==> src/rtl/nbit_sqrt.sv <==
// nbit_sqrt -- sequential integer square root (digit-by-digit, restoring).
//
// Computes out = floor(sqrt(a)) and rem = a - out^2 for a 2N-bit radicand.
// One root bit is resolved per clock, MSB first. After start is accepted,
// the result appears after N clock edges.
//
// Ports
//   clk     in   1      rising-edge clock
//   rst     in   1      asynchronous active-low reset
//   start   in   1      request, accepted only when idle
//   a_in    in   2N     radicand, latched on the accepting edge
//   out     out  N      root, held until the next completion
//   rem     out  N+1    remainder a - out^2, valid with out
//   busy    out  1      high while a computation is in flight
//   finish  out  1      one-cycle pulse when out/rem have just been updated
module nbit_sqrt #(
  parameter int N = 8
) (
  input  logic           clk,
  input  logic           rst,
  input  logic           start,
  input  logic [2*N-1:0] a_in,
  output logic [N-1:0]   out,
  output logic [N:0]     rem,
  output logic           busy,
  output logic           finish
);

  localparam int CW = (N > 1) ? $clog2(N) : 1;

  typedef enum logic {IDLE, CALC} state_t;

  state_t         state_q,  state_d;
  logic [2*N-1:0] shift_q,  shift_d;
  logic [N-1:0]   root_q,   root_d;
  // Before the final step the partial root has at most N-1 bits and the
  // working remainder is bounded by 2*root, so N bits hold it. Only the
  // final step can produce an N+1-bit remainder, and that value goes
  // straight to rem.
  logic [N-1:0]   r_q,      r_d;
  logic [CW-1:0]  cnt_q,    cnt_d;
  logic [N-1:0]   out_q,    out_d;
  logic [N:0]     rem_q,    rem_d;
  logic           busy_q,   busy_d;
  logic           finish_q, finish_d;

  // One restoring iteration.
  logic [N+1:0] r_shift;
  logic [N+1:0] trial;
  logic         ge;
  logic [N:0]   r_sub;
  logic [N:0]   r_next;
  logic [N-1:0] root_next;

  always_comb begin
    r_shift   = {r_q, shift_q[2*N-1 -: 2]};
    trial     = {root_q, 2'b01};
    ge        = (r_shift >= trial);
    // The true difference is <= 2*root_next, which fits in N+1 bits, so
    // the subtraction can be done modulo 2^(N+1).
    r_sub     = r_shift[N:0] - trial[N:0];
    r_next    = ge ? r_sub : r_shift[N:0];
    root_next = {root_q[N-2:0], ge};
  end

  always_comb begin
    state_d  = state_q;
    shift_d  = shift_q;
    root_d   = root_q;
    r_d      = r_q;
    cnt_d    = cnt_q;
    out_d    = out_q;
    rem_d    = rem_q;
    busy_d   = busy_q;
    finish_d = 1'b0;

    unique case (state_q)
      IDLE: begin
        if (start) begin
          shift_d = a_in;
          root_d  = '0;
          r_d     = '0;
          cnt_d   = CW'(N - 1);
          busy_d  = 1'b1;
          state_d = CALC;
        end
      end
      CALC: begin
        shift_d = shift_q << 2;
        root_d  = root_next;
        r_d     = r_next[N-1:0];
        if (cnt_q == '0) begin
          out_d    = root_next;
          rem_d    = r_next;
          finish_d = 1'b1;
          busy_d   = 1'b0;
          state_d  = IDLE;
        end else begin
          cnt_d = cnt_q - CW'(1);
        end
      end
      default: state_d = IDLE;
    endcase
  end

  always_ff @(posedge clk or negedge rst) begin
    if (!rst) begin
      state_q  <= IDLE;
      shift_q  <= '0;
      root_q   <= '0;
      r_q      <= '0;
      cnt_q    <= '0;
      out_q    <= '0;
      rem_q    <= '0;
      busy_q   <= 1'b0;
      finish_q <= 1'b0;
    end else begin
      state_q  <= state_d;
      shift_q  <= shift_d;
      root_q   <= root_d;
      r_q      <= r_d;
      cnt_q    <= cnt_d;
      out_q    <= out_d;
      rem_q    <= rem_d;
      busy_q   <= busy_d;
      finish_q <= finish_d;
    end
  end

  assign out    = out_q;
  assign rem    = rem_q;
  assign busy   = busy_q;
  assign finish = finish_q;

endmodule

==> config.mk <==
export PLATFORM = sky130hd
export DESIGN_NAME = nbit_sqrt
export DESIGN_NICKNAME = d
export VERILOG_FILES = /design/src/rtl/nbit_sqrt.sv
export SDC_FILE = /design/constraint.sdc
export NUM_CORES = 1
export LEC_CHECK = 0
export ABC_CLOCK_PERIOD_IN_PS = 2500
export BUFFER_PORTS_ARGS = -buffer_cell sky130_fd_sc_hd__buf_2
export CAP_MARGIN = 20
export CELL_PAD_IN_SITES_DETAIL_PLACEMENT = 0
export CELL_PAD_IN_SITES_GLOBAL_PLACEMENT = 1
export CORE_MARGIN = 1.5
export CORE_UTILIZATION = 40
export DETAILED_ROUTE_END_ITERATION = 10
export PLACE_DENSITY = 0.78
export SLEW_MARGIN = 20
export SYNTH_ARGS = -nofsm -noshare
export SYNTH_HDL_FRONTEND = slang
export SYNTH_SLANG_ARGS = --single-unit
==> constraint.sdc <==
create_clock -name clk -period 2.5 [get_ports clk]
set_clock_uncertainty 0.2 [all_clocks]
set_input_delay 0.25 -clock clk [delete_from_list [all_inputs] [get_ports clk]]
set_output_delay 0.25 -clock clk [all_outputs]
set_load 0.05 [all_outputs]
* After elaboration in Yosys (flattened, before gate mapping) *
Index checks and enable logic that the tools add are counted.

word-level totals
  register bits = 55
  bits of input ports = 19
  output and inout bits = 19
  logic and storage cells = 37

operators by class
  $add $sub $neg = 2
  order comparisons = 1
  eq/ne operators = 3
  mux-type cells = 17
  bitwise gates (word level) = 1
  reduce and logical (&&, ||, !) cells = 4

operator list
  kind                                                   count
  one-hot mux 16 bit (2 select lines)                    1
  one-hot mux 8 bit (2 select lines)                     2
  2-to-1 mux 16 bit                                      1
  greater-or-equal comparator 10 bit                     1
  2-to-1 mux 9 bit                                       1
  subtractor 9 bit                                       1
  2-to-1 mux 8 bit                                       1
  2-to-1 mux 1 bit                                       6
  2-to-1 mux 3 bit                                       2
  one-hot mux 3 bit (2 select lines)                     1
  AND reduction 2 bit                                    3
  inequality test 2 bit, second input constant           2
  one-hot mux 1 bit (2 select lines)                     2
  logical NOT 3 bit                                      1
  subtractor 3 x 1 -> 3 bit, second input constant       1
  inequality test 2 x 1 -> 1 bit, second input constant  1
  NOT 1 bit                                              1

* Depth between registers and ports, before layout *
Gate-level depths: netlist (run 1).

  word-level depth = 3
  mapped depth = 9
  mapped depth without buffers = 8

* Least setup slack after synthesis (run 1) *
No wires, ideal clock.

  path kind = register -> register
  start = register root_q[0]
  end = register rem_q[0], in the netlist rem[0]
  setup time = 0.125 ns
  data arrival time = 2.110 ns
  data required time = 2.175 ns
  path slack = 0.065 ns
  stages on the path, launching flop included = 10
  path buffers = 1
  period minus slack after synthesis = 2.435 ns
  cell sequence = dfrtp_1 -> inv_1 -> ha_1 -> nor2b_4 -> o31ai_4 -> o211ai_1 -> a211o_1 -> buf_4 -> xnor2_1 -> mux2_2

on the way
  cells in the longest elaborated chain, start to end = 2

RTL lines
  what                                line  text
  from (decl)                         35    logic [N-1:0] root_q, root_d;
  from (signal assigned)              120   root_q <= root_d;
  greater-or-equal comparator 10 bit  58    ge = (r_shift >= trial);
  2-to-1 mux 9 bit                    62    r_next = ge ? r_sub : r_shift[N:0];
  to (signal assigned)                124   rem_q <= rem_d;
  to (decl)                           43    logic [N:0] rem_q, rem_d;

Every way passes these cells.
A chain may end at the register's enable or synchronous reset.

* Final worst setup path (run 1) *
  start = register root_q[0]
  end = register rem_q[6], in the netlist rem[6]

on the way
  cells in the longest elaborated chain, start to end = 2
  elaborated cells between the ends (all ways) = 3
  classes of those cells = add/sub: 1; order compare: 1; mux: 1

RTL lines
  what                                                                           line
  subtractor 9 bit / greater-or-equal comparator 10 bit (equally long branches)  61, 58
  2-to-1 mux 9 bit (*)                                                           62

Mark *: on every way between the ends. The rest lies on a longest branch, timed or not.

==> results.cfg, run 1 <==
[clock_network]
cts_max_level = 2
clk_pin_slew_ns = 0.10
cts_sinks = 55
cts_tree = yes
cts_buffers = 5
clockBufferDepth = 2
insertion_delay_ns = 0.31
clockRootBuffer = clkbuf_8

[floorplanning]
design.core.area_sq_um = 6490
dieArea_sq_um = 7340
ios = 38
start_util_pct = 42.1
die_h_um = 85.7
rows = 29
die_x_um = 85.7

[sta]
hold_viol = 0
layout_min_cycle_time_ns = 2.51
layout_setup_ws_ns = -0.00981
slew_headroom_pct = 60.4
fin_crit_sh_pct = 100
hold_ws_ns = 0.0275
finalMaxSlewViolations = 0
worst_pin_slew_ns = 0.594
fmax_ghz = 0.398
rsz0062_at_grt = yes
finalSetupViolCount = 3

[global_route]
grt_pass1_vias = 1981
grt_use_total_pct = 15.5
antenna_found_initial = 0
use_met2_pct = 25.3
grt_max_degree = 61
grt_pass1_wl_mm = 8.97
use_met1_pct = 20.6
overflow = 0
grt_busiest_layer = met2
grt_util_met3_pct = 3.46

[synth]
synth.distinct_cells = 38
yosysWarnings = 0
seq_area_frac_synth_pct = 50.3
syn-num-nets = 298
synth_seq_cells = 55
syn_inst = 267
avgSynthCellArea_sq_um = 10.2
synthesis.area_sq_um = 2740

[worst_hold_path]
hp-class = in2reg
hold_path.startpoint = a_in[3]

[worst_setup_path]
crit_path_frequent_cell = mux2_4
critPathKind = reg2reg
slowest_delay_ns = 0.42
arrival_ns = 2.51
cp_slowest_cell = a211o_2
start_kind = register
reg2reg_from = root_q[0]$_DFFE_PN0P_
setup.worst_path.start = root_q[0]$_DFFE_PN0P_
crit_path_max_fanout = 5
cp-end-kind = register
cp.required_ns = 2.50
cp_cell_sequence = inv_2 > ha_4 > nor2b_4 > o31ai_4 > o211ai_1 > a211o_2 > mux2_4 > mux2_4

[outcome]
status = complete, but fails checks
violations = setup timing

[placed_design]
place_congestion = 0.886
port_buffers = 37
dp.final_hpwl_mm = 3.74

[detailed_routing]
drtPass1Iterations = 4
drcViolationCount = 0
wl_per_cell_um = 13.6
vias_per_cell = 5.06
drt_iter0_markers = 88
ant_nets = 0
route.vias.total = 2017
drt-total-wl_mm = 5.45

[finish]
final_cell_mix = 55 x dfrtp_1, 49 x nand2_1, 37 x buf_2, 28 x o21ai_0, 20 x buf_4
nets = 352
final_common_cell = dfrtp_1
antenna_cells = 0
layout-drive-gt1-share_pct = 27.3
syn2layout_area_growth_pct = 21.3

[run]
cap_violations = 0
-- cell type report --
type,instances,area [sq um]
Clock buffer,5,68.8
Tap cell,77,96.3
Clock inverter,3,43.8
Inverter,15,56.3
Sequential cell,55,1380
Timing Repair Buffer,62,397
Fill cell,611,3180
Multi-Input combinational cell,182,1280
-- critical path: cells and delay by family (launching register included) --
family / cells / cell delay, ns
buf+inv: 1 / 0.08
flops: 1 / 0.40
fa+ha+maj: 1 / 0.20
compound gates: 3 / 0.80
mux: 2 / 0.57
simple gates: 1 / 0.13
-- cells by family after synthesis --
logic type	synth area share, %
flip-flops	50.3
XOR/XNOR	2.56
buffers and inverters	4.35
AND/OR/NAND/NOR	12.1
adder cells (fa/ha/maj)	5.49
AO/OA/AOI/OAI	14.5
multiplexers	10.7
-- Yosys cell counts --
| cell | n | area share (%) |
|---|---|---|
| o31a_1 | 1 | 0.32 |
| nand2b_1 | 1 | 0.23 |
| dfrtp_1 | 55 | 50 |
| nand2_1 | 49 | 6.7 |
| mux2_4 | 6 | 3.3 |
| a21oi_1 | 8 | 1.5 |
| mux2_2 | 1 | 0.41 |
| o211a_1 | 1 | 0.37 |
| nor2b_4 | 1 | 0.50 |
| ha_1 | 12 | 5.5 |
| xor2_1 | 3 | 0.96 |
| nor2b_1 | 1 | 0.23 |
| buf_2 | 2 | 0.37 |
| nand2b_4 | 1 | 0.50 |
| mux2i_1 | 19 | 7.0 |
| o211ai_1 | 2 | 0.55 |
| buf_1 | 1 | 0.14 |
| o31ai_4 | 1 | 0.78 |
| buf_4 | 1 | 0.27 |
| o221ai_1 | 1 | 0.32 |
| nor3b_1 | 3 | 0.82 |
| and2_1 | 1 | 0.23 |
| nor3_1 | 4 | 0.73 |
| o21a_1 | 1 | 0.27 |
| nand3_1 | 1 | 0.18 |
| inv_1 | 15 | 2.1 |
| nand4b_1 | 1 | 0.32 |
| a22o_1 | 2 | 0.64 |
| a21o_1 | 3 | 0.82 |
| xnor2_1 | 5 | 1.6 |
| o21ai_0 | 28 | 5.1 |
| clkbuf_1 | 11 | 1.5 |
| a31o_2 | 2 | 0.64 |
| a211o_1 | 1 | 0.32 |
| o22ai_1 | 3 | 0.69 |
| nand3b_1 | 1 | 0.27 |
| o31ai_1 | 8 | 2.2 |
| nor2_1 | 10 | 1.4 |
-- worst paths after layout --
check / slack, ns / to / cells after the start
setup / recovery: -0.01 / rem[6]$_DFFE_PN0P_ / 8
hold / removal: 0.03 / shift_q[3]$_DFFE_PN0P_ / 3
setup reg to reg: -0.01 / rem[6]$_DFFE_PN0P_ / 8
hold reg to reg: 0.27 / out[0]$_DFFE_PN0P_ / 2
max in group asynchronous: 1.58 / shift_q[12]$_DFFE_PN0P_ / 3
min in group asynchronous: 0.27 / r_q[3]$_DFFE_PN0P_ / 3
-- stage by stage --
stage / setup TNS [ns] / worst slack [ns] / std cells / cell area [sq um] / utilization (%)
floorplan: 0 / 0.0650 / 267 / 2740 / -
global placement: 0 / 0.0316 / 385 / 3110 / 47.9
detailed placement: -0.00990 / -0.00836 / 385 / 3110 / 47.9
CTS: 0 / 0.0178 / 397 / 3260 / 50.2
global route: -0.850 / -0.109 / 399 / 3320 / 51.1
finish: -0.0223 / -0.00981 / 399 / 3320 / 51.1
-- routing by layer --
layer / share of wire [%] / vias up
met5: 0 / -
met4: 0.86 / 0
met3: 4.7 / 4
met2: 47 / 47
met1: 48 / 947
li1: - / 1019
-- timing repair --
item	in CTS	in global routing
pin swaps	1	4
endpoints found under the hold margin	57	0
buffers inserted	1	2
endpoints found under the setup margin	6	17
hold buffers	3	0
resized for setup	1	9
-- state kept, by name, indices dropped and copies added (netlist names) --
name,cells
root_q,8
rem,9
busy,1
out,8
shift_q,16
finish,1
state_q,1
cnt_q,3
r_q,8
Power of run 1 is left out: the tool's default activity adds up to more than one toggle a clock period on the data nets, which glitch-free logic cannot reach.
==> run 2, diff against run 1 <==
BUFFER_PORTS_ARGS = -buffer_cell sky130_fd_sc_hd__buf_4   (was -buffer_cell sky130_fd_sc_hd__buf_2)
MAX_ROUTING_LAYER = met4   (was unset)
==> run 2 against run 1 <==
Net effect:
- the run now ends clean
- flip-flop and latch count stayed put
- core utilization rose by 0.60 points
- register-to-register slack better by 0.04 ns
- global-route usage is 0.70 points higher
- non-clock buffer count decreased by 5
- cell area increased by 1.2%
- critical path type unchanged
- largest cell class unchanged
==> results.cfg, run 2 (synthesis gave the netlist of run 1 again) <==
[clock_network]
cts_buffers = 5
insertion_delay_ns = 0.30
clockRootBuffer = clkbuf_8
cts_sinks = 55
cts_tree = yes
clk_pin_slew_ns = 0.09
cts_max_level = 2
clockBufferDepth = 2

[worst_setup_path]
rrSetupSlack_ns = 0.03
cp.required_ns = 2.49
r2r-end = rem[7]$_DFFE_PN0P_
critPathKind = reg2reg
reg2reg_depth = 7
start_kind = register
cp-end-kind = register
arrival_ns = 2.46
reg2reg_from = r_q[1]$_DFFE_PN0P_
setup.worst_path.start = r_q[1]$_DFFE_PN0P_
crit_path_max_fanout = 5

[global_route]
grt_max_degree = 61
overflow = 0
grt_pass1_wl_mm = 9.11
grt_use_total_pct = 16.2
antenna_found_initial = 0
grt_pass1_vias = 1965

[sta]
finalSetupViolCount = 0
fin_crit_sh_pct = 98.8
layout_setup_ws_ns = 0.0294
slew_headroom_pct = 53.4
hold_viol = 0
layout_min_cycle_time_ns = 2.47
rsz0062_at_grt = yes
finalMaxSlewViolations = 0
setup_tns_ns = 0
fmax_ghz = 0.405
worst_pin_slew_ns = 0.699

[finish]
nets = 347
seq_area_sq_um = 1380
largest_reg_flops = 16
multi_input_comb_area_sq_um = 1290
layout-drive-gt1-share_pct = 26.2
antenna_cells = 0
final_common_cell = dfrtp_1
instances_no_fill = 394
final_cell_mix = 55 x dfrtp_1, 53 x buf_4, 49 x nand2_1, 28 x o21ai_0, 19 x mux2i_1
fillers = 613
syn2layout_area_growth_pct = 22.7
largest-register = shift_q

[floorplanning]
die_h_um = 85.7
dieArea_sq_um = 7340
ios = 38
design.core.area_sq_um = 6490
die_x_um = 85.7
start_util_pct = 42.1
rows = 29

[worst_hold_path]
hp-class = in2reg
hold_end = shift_q[13]$_DFFE_PN0P_
hold_depth = 3
hold_path.startpoint = a_in[13]

[detailed_routing]
route.vias.total = 1995
wl_per_cell_um = 13.7
ant_nets = 0
drt_iter0_markers = 56
drt-total-wl_mm = 5.42
drtPass1Iterations = 4
drcViolationCount = 0
vias_per_cell = 5.06

[placed_design]
port_buffers = 37
dp.final_hpwl_mm = 3.67
placedCellCount = 380
place_congestion = 0.904
post-place-ws_ns = -0.0488

[outcome]
status = complete, no violations

[run]
cap_violations = 0
## run 2: cell count changes in the layout (fill, tap and decap cells not counted), sizes merged
| cell | delta |
|---|---|
| bufinv | -1 |
| clkinv | -2 |
| buf | -5 |
| clkbuf | +3 |
## run 2: critical path, stage by stage, from the launching register on
cell and delay, ns:
dfrtp_1 0.43, ha_4 0.26, o211a_1 0.25, o31ai_4 0.06, o211ai_1 0.12, a211o_2 0.43
mux2_4 0.33, mux2_4 0.26
## run 2: layout make-up
type | count | area share, %
clock buffers | 8 | 2.98
well taps | 77 | 2.87
repair buffers | 57 | 13.1
flip-flops and latches | 55 | 41.0
multi-input cells | 182 | 38.4
inverters | 15 | 1.68
## run 2: how the worst max path moves through the flow
stage / to / slack, ns / cells after the start
floorplan: rem[0]$_DFFE_PN0P_ / 0.06 / 9
global placement: rem[0]$_DFFE_PN0P_ / 0.03 / 9
CTS: rem[7]$_DFFE_PN0P_ / 0.01 / 7
global route: rem[7]$_DFFE_PN0P_ / -0.04 / 7
finish: rem[7]$_DFFE_PN0P_ / 0.03 / 7
detailed placement: rem[0]$_DFFE_PN0P_ / -0.05 / 9
## run 2: layer usage
metal  vias up  share of wire, %  global-route usage [%]
met5         -                 0                       -
met4         0               2.0                    5.87
met3        12               4.1                    3.85
met2        42                45                    23.4
met1       928                49                    22.2
li1       1013                 -                       -
## run 2: stage by stage
step | area [sq um] | utilization [%] | hold WS [ns]
2_1_floorplan | 2740 | - | -0.246
3_3_place_gp | 3150 | 48.5 | 0.147
3_5_place_dp | 3150 | 48.5 | 0.147
4_1_cts | 3300 | 50.8 | 0.0183
5_1_grt | 3360 | 51.7 | 0.0326
6_report | 3360 | 51.7 | 0.0272
## run 2: repair_timing
item                       CTS  global route
buffers inserted             0             3
cloned                       0             0
resized for setup            3             8
setup endpoints to repair   10            14
hold buffers                 3             0
pin swaps                    1             4
hold endpoints to repair    57             0
Power of run 2 is left out for the same reason.
==> run 3, diff against run 2 <==
BUFFER_PORTS_ARGS = unset   (was -buffer_cell sky130_fd_sc_hd__buf_4)
DONT_BUFFER_PORTS = 1   (was unset)
PLACE_DENSITY = 0.72   (was 0.78)
==> run 3 against run 2 <==
Net effect:
- register-to-register slack improved by 0.04 ns
- via count fell by 3.5%
- cell area down 0.56%
- global-route usage up 0.63 points
- flip-flop and latch count did not move
- non-clock buffer count decreased by 13
- final cell count is 3.6% lower
==> results.cfg, run 3 (synthesis gave the netlist of run 1 again) <==
[worst_setup_path]
cp-end-kind = register
crit_path_frequent_cell = mux2_4
cp_slowest_cell = dfrtp_1
arrival_ns = 2.42
critPathKind = reg2reg
crit_path_max_fanout = 7
cp_cell_sequence = inv_2 > ha_4 > nor2b_4 > o31ai_4 > o211ai_1 > a211o_2 > mux2_4 > mux2_4
start_kind = register
cp.required_ns = 2.49
slowest_delay_ns = 0.40

[sta]
fin_crit_sh_pct = 97.0
layout_min_cycle_time_ns = 2.43
worst_pin_slew_ns = 0.554
fmax_ghz = 0.412
hold_viol = 0
rsz0062_at_grt = yes
slew_headroom_pct = 63.0
finalMaxSlewViolations = 0
finalSetupViolCount = 0

[floorplanning]
die_h_um = 85.7
die_x_um = 85.7
start_util_pct = 42.1
ios = 38
design.core.area_sq_um = 6490
rows = 29
dieArea_sq_um = 7340

[finish]
syn2layout_area_growth_pct = 22.0
largest_reg_flops = 16
fillers = 609
multi_input_comb_area_sq_um = 1300
antenna_cells = 0
fin_area_sq_um = 3340
largest-register = shift_q
nets = 334
seq_area_sq_um = 1380
layout-drive-gt1-share_pct = 17.8
final_common_cell = dfrtp_1
final_cell_mix = 55 x dfrtp_1, 49 x nand2_1, 27 x o21ai_0, 24 x buf_4, 18 x dlygate4sd3_1

[detailed_routing]
drt_iter0_markers = 69
vias_per_cell = 5.07
ant_nets = 0
drtPass1Iterations = 4
drcViolationCount = 0
highest-signal-layer = met4
met3_wirelength_um = 168
route.vias.total = 1926
wl_met2_mm = 2.74
wl_per_cell_um = 15.0
drt-total-wl_mm = 5.69
wl_met1_mm = 2.74

[clock_network]
cts_buffers = 5
clockBufferDepth = 2
cts_tree = yes
cts_sinks = 55
clk_pin_slew_ns = 0.09
clockRootBuffer = clkbuf_8
insertion_delay_ns = 0.30
cts_max_level = 2

[global_route]
overflow = 0
grt_pass1_vias = 1933
antenna_found_initial = 0
grt_max_degree = 61
grt_pass1_wl_mm = 9.51
grt_use_total_pct = 16.8

[placed_design]
port_buffers = 0
place_congestion = 0.806
place_area_sq_um = 2930
dp.final_hpwl_mm = 3.71

[run]
cap_violations = 0

[worst_hold_path]
hp-class = in2reg

[outcome]
status = complete, no violations
==> run 3: changes by cell type in the layout (fill, tap and decap cells not counted), moves of 2 or more <==
cell | previous run | this run
buf_4 | 53 | 24
mux2i_1 | 19 | 17
dlygate4sd3_1 | 3 | 18
clkbuf_8 | 7 | 5
==> run 3: layout make-up <==
type	count	area share, %
timing repair buffer	44	12.2
tap	77	2.89
clock inverter	1	0.900
clock buffer	6	2.17
sequential	55	41.2
inverter	15	1.69
multi-input combinational	182	38.9
==> run 3: path summary, 6_finish.rpt <==
| check | startpoint | depth (start not counted) | slack (ns) | end |
|---|---|---|---|---|
| hold / removal | start | 2 | 0.08 | root_q[4]$_DFFE_PN0P_ |
| max in group asynchronous | rst | 2 | 1.59 | cnt_q[0]$_DFFE_PN0P_ |
| min in group asynchronous | rst | 2 | 0.27 | out[4]$_DFFE_PN0P_ |
| setup reg to reg | root_q[0]$_DFFE_PN0P_ | 8 | 0.07 | rem[5]$_DFFE_PN0P_ |
| setup / recovery | root_q[0]$_DFFE_PN0P_ | 8 | 0.07 | rem[5]$_DFFE_PN0P_ |
| hold reg to reg | root_q[3]$_DFFE_PN0P_ | 2 | 0.29 | root_q[4]$_DFFE_PN0P_ |
==> run 3: timing repair <==
action,CTS,global route
hold endpoints to repair,90,0
hold buffers,20,0
pin swaps,1,0
resized for setup,2,10
setup endpoints to repair,7,7
buffers inserted,0,3
==> run 3: per-layer routing <==
layer	vias up	GRT usage, %
li1	988	-
met1	901	21.6
met2	33	27.3
met3	4	3.37
met4	0	4.40
met5	-	-
==> run 3: stage by stage <==
stage | setup slack [ns] | utilization [%] | hold WS, ns | TNS [ns] | instances
finish | 0.0741 | 51.4 | 0.0756 | 0 | 380
global route | -0.0140 | 51.4 | 0.0762 | -0.0171 | 380
CTS | 0.0278 | 50.2 | 0.0719 | 0 | 377
detailed placement | -0.0345 | 45.1 | -0.244 | -0.0858 | 350
global placement | 0.0288 | 45.1 | -0.244 | 0 | 350
floorplan | 0.0650 | - | -0.246 | 0 | 267
==> run 3: critical path: cells and delay by family, from the launching register on <==
kind / cells / cell delay (ns)
buf+inv: 1 / 0.08
fa+ha+maj: 1 / 0.20
compound gates: 3 / 0.70
mux: 2 / 0.60
simple gates: 1 / 0.13
flops: 1 / 0.40
Power of run 3 is left out for the same reason.
